===== config.mk =====
export PLATFORM = sky130hd
export DESIGN_NAME = dff_chk_lfsr
export DESIGN_NICKNAME = d
export VERILOG_FILES = /design/src/rtl/dff_stim_checker_pkg.sv /design/src/rtl/dff_stim_checker_lfsr.sv
export SDC_FILE = /design/constraint.sdc
export NUM_CORES = 1
export LEC_CHECK = 0
export BUFFER_PORTS_ARGS = -buffer_cell sky130_fd_sc_hd__buf_2
export CORE_MARGIN = 3
export CORE_UTILIZATION = 52
export CTS_CLUSTER_DIAMETER = 100
export DETAILED_ROUTE_END_ITERATION = 7
export PLACE_DENSITY = 0.87
export SKIP_CTS_REPAIR_TIMING = 1
export SYNTH_ARGS = -nofsm -noshare
export SYNTH_HDL_FRONTEND = slang
export SYNTH_SLANG_ARGS = --single-unit
export TNS_END_PERCENT = 10

===== constraint.sdc =====
create_clock -name clk -period 2.01 [get_ports clk]
set_input_delay 0.201 -clock clk [delete_from_list [all_inputs] [get_ports clk]]
set_output_delay 0.201 -clock clk [all_outputs]
set_load 0.01 [all_outputs]

===== src/rtl/dff_stim_checker_pkg.sv =====
// Shared encodings for the flop stimulus/checker: FSM states, pattern modes, LFSR taps and seed.
package dff_chk_pkg;

   typedef enum logic [1:0] {
      IDLE  = 2'd0,
      RUN   = 2'd1,
      DRAIN = 2'd2,
      DONE  = 2'd3
   } state_e;

   localparam logic MODE_TOGGLE = 1'b0;
   localparam logic MODE_LFSR   = 1'b1;

   // Left-shift Fibonacci form: taps 16,14,13,11 are bits 15,13,12,10.
   localparam logic [15:0] LFSR_TAPS    = 16'hB400;
   localparam logic [15:0] DEFAULT_SEED = 16'hACE1;

   function automatic logic [15:0] lfsr_next(input logic [15:0] s);
      return {s[14:0], ^(s & LFSR_TAPS)};
   endfunction

endpackage


===== src/rtl/dff_stim_checker_lfsr.sv =====
// 16-bit Fibonacci LFSR with synchronous load of the seed and a step enable.
// Load wins over enable; the low OUT_W bits are presented as the pattern.
module dff_chk_lfsr
   import dff_chk_pkg::*;
#(
   parameter logic [15:0] SEED  = DEFAULT_SEED,
   parameter int          OUT_W = 16
) (
   input  logic             clk,
   input  logic             rst,
   input  logic             load_i,
   input  logic             en_i,
   output logic [OUT_W-1:0] pat_o
);

   logic [15:0] lfsr_q;
   logic [15:0] lfsr_d;

   always_comb begin
      lfsr_d = lfsr_q;
      if (load_i) begin
         lfsr_d = SEED;
      end else if (en_i) begin
         lfsr_d = lfsr_next(lfsr_q);
      end
   end

   always_ff @(posedge clk or negedge rst) begin
      if (!rst) begin
         lfsr_q <= SEED;
      end else begin
         lfsr_q <= lfsr_d;
      end
   end

   assign pat_o = lfsr_q[OUT_W-1:0];

endmodule


==> metrics.md <==
| Metric | Value |
|---|---|
| Status | complete, no violations |
| Crit end category | output port |
| Worst Path Arrival | 0.98 ns |
| Final Skew | 0.00592 ns |
| Count of different cell masters after synthesis | 12 |
| RSZ-0062 raised after global routing | no |
| Initial DRC count | 12 |
| Die height | 42.4 um |
| Core Region | 1170 um2 |
| Net Sw Power | 0.000165 W |
| Cell Int Power | 0.000476 W |
| Number of global-route vias before repair | 465 |
| Setup Total Neg Slack | 0 ns |
| Max reg flops | 16 |
| Ant diodes | 0 |
| Total clock sinks | 16 |
| Die ar. | 1800 um2 |
| Combinational Power Share | 0.157 |
| PD cells | 794 nW/um2 |
| CTS tree | built |
| R2R depth | 3 |
| Worst Setup Start Kind | register |
| Largest net degree at the start of global routing | 18 |
| WL/cell | 13.8 um |
| First-pass GRT wire length | 2160 um |
| Cell Rows | 12 |
| Clock network fraction of total power | 0.263 |
| Final hold violation count | 0 |
| Vias/cell | 5.07 |
| Least-Margin Pin Slew | 0.445 ns |
| Crit path largest cell delay | 0.57 ns |
| R2R Path Start | pat_o[15]$_DFFE_PN1P_ |
| CTS Buf Count | 3 |
| DRT antenna net count | 0 |
| Leak pwr | 0.414 nW |
| Peak supply drop | 0.530 mV |
| Mapped cell area | 689 um2 |
| Reg power frac | 0.581 |
| Worst Path Max Fanout | 4 |
| Fin crit share | 0.590 |
| Die X | 42.4 um |
| Mapped Avg Cell Area | 12.5 um2 |
| Synthesized netlist cell count | 55 |
| Area delta synth->final | 17.1% |
| Fmax | 844 MHz |
| Initial core utilization | 0.589 |
| PortBufs | 19 |
| Synth Register Bits | 16 |
| Final nets | 81 |
| Clock tree buffer depth | 2 |
| Top cells by area, synth | dfstp_2 (30%), dfrtp_1 (29%), mux2i_1 (22%) |
| Tmin final | 1.18 ns |
| Buf/Inv on CP | 1 |
| Drt drc | 0 |
| Cell Chain, Critical Path | buf_2 |
| H-tree depth | 1 |
| I/O Pins | 20 |
| CTS root buffer | clkbuf_4 |
| Pre-Repair DR Iteration Count | 4 |
| Syn nets | 59 |
| Worst setup path endpoint | pat_o[10] |
| CP startpoint | pat_o[10]$_DFFE_PN1P_ |
| GRT Overall Usage | 0.164 |
| Top delay family on crit path | flip-flops |
| Sw Share | 0.257 |
| CP max stage cell | dfstp_2 |
| Sequential fraction of the synthesis area | 0.595 |
| GRT overflow | 0 |
| Layout cell share with drive strength beyond 1 | 0.395 |
| Initial antenna violation count | 0 |
| RR Endpoint | pat_o[0]$_DFFE_PN1P_ |
| WL final | 1240 um |
| Post-DP HPWL | 889 um |
| Req. time, crit path | 1.81 ns |
| Fin. max-slew vios | 0 |
| # setup viols final | 0 |
| Top-area cell type share of the netlist area | 0.305 |
| Vias post-DR | 456 |
| WP depth | 1 |
| FF-to-FF setup slack | 0.97 ns |
| Latest clock arrival within the worst-skew pair | 0.28 ns |
| Largest area contributor in the netlist | dfstp_2 |
| Relative slew margins | 0.703 |
| Layout Utilization | 0.689 |
| Yosys warns | 0 |
| Worst setup path category | reg -> out |
| Max-Cap Viols | 0 |
| Clock transition at path regs | 0.09 ns |
| GP Congestion | 0.710 |
| Min-delay worst type | in -> reg |
## synth_stat cells
cell      count
inv_1         1
dfrtp_1       8
buf_6         1
xnor2_1       3
nor3_1        1
mux2i_1      15
nor2_1        8
clkbuf_2      1
a31oi_1       1
dfstp_2       8
nand2_1       7
buf_8         1
## cells in the final DEF, fill, tap and decap left out
master,n
a31oi_1,1
dfrtp_1,8
nand2_1,7
clkbuf_4,3
dfstp_2,8
inv_1,1
buf_2,19
nor2_1,8
xnor2_1,3
clkbuf_1,1
dlygate4sd3_1,1
mux2i_1,15
nor3_1,1
## per-stage QoR
step                      std cells  setup slack, ns  hold slack [ns]  power (W)  instance area (um2)
after global placement           85             1.02            0.125   0.000474                  771
after global routing             90            0.775            0.228   0.000679                  807
after floorplan                  55             1.01          -0.0946   0.000442                  689
after CTS                        89            0.807           -0.188   0.000652                  797
final                            90            0.825            0.220   0.000640                  807
after detailed placement         85            0.982            0.130   0.000478                  771
## power by group through the flow
stage,clock network [W],logic (W),registers (W)
global route,0.000191,0.000112,0.000376
global placement,0,0.0000977,0.000376
finish,0.000168,0.000100,0.000372
CTS,0.000179,0.000101,0.000372
detailed placement,0,0.000101,0.000377
floorplan,0,0.0000565,0.000386
## worst min path at each step
stage / from / end / slack, ns / cells after the start
5_1_grt: load_i / pat_o[12]$_DFFE_PN0P_ / 0.23 / 2
3_3_place_gp: rst / pat_o[1]$_DFFE_PN0P_ / 0.13 / 1
6_report: load_i / pat_o[3]$_DFFE_PN0P_ / 0.22 / 2
4_1_cts: rst / pat_o[2]$_DFFE_PN0P_ / -0.19 / 1
3_5_place_dp: rst / pat_o[4]$_DFFE_PN0P_ / 0.13 / 1
2_1_floorplan: rst / pat_o[12]$_DFFE_PN0P_ / -0.09 / 0
## routing by layer
metal / up-vias / global-route usage / part of all wire / wire length (um)
met5: - / 0 / 0 / 0
met1: 215 / 0.202 / 0.43 / 534
li1: 223 / - / - / -
met3: 2 / 0.0300 / 0.058 / 72
met4: 0 / 0.0932 / 0.010 / 13
met2: 16 / 0.267 / 0.50 / 622
## area by class of cell
cell class | instances | area [um2]
timing repair buffer | 20 | 105
inverter | 1 | 3.75
sequential | 16 | 410
tap | 14 | 17.5
fill | 89 | 364
multi-input combinational | 35 | 244
clock buffer | 4 | 26.3
## cell families (layout without fill, tap and decap cells)
| logic type | count (synthesis) | after routing | share of synthesized area |
|---|---|---|---|
| AO/OA/AOI/OAI | 1 | 1 | 0.00908 |
| XOR/XNOR | 3 | 3 | 0.0381 |
| buffers and inverters | 4 | 25 | 0.0508 |
| flip-flops | 16 | 16 | 0.595 |
| multiplexers | 15 | 15 | 0.218 |
| AND/OR/NAND/NOR | 16 | 16 | 0.0889 |
Note: power is estimated with default switching activity, not from simulation.
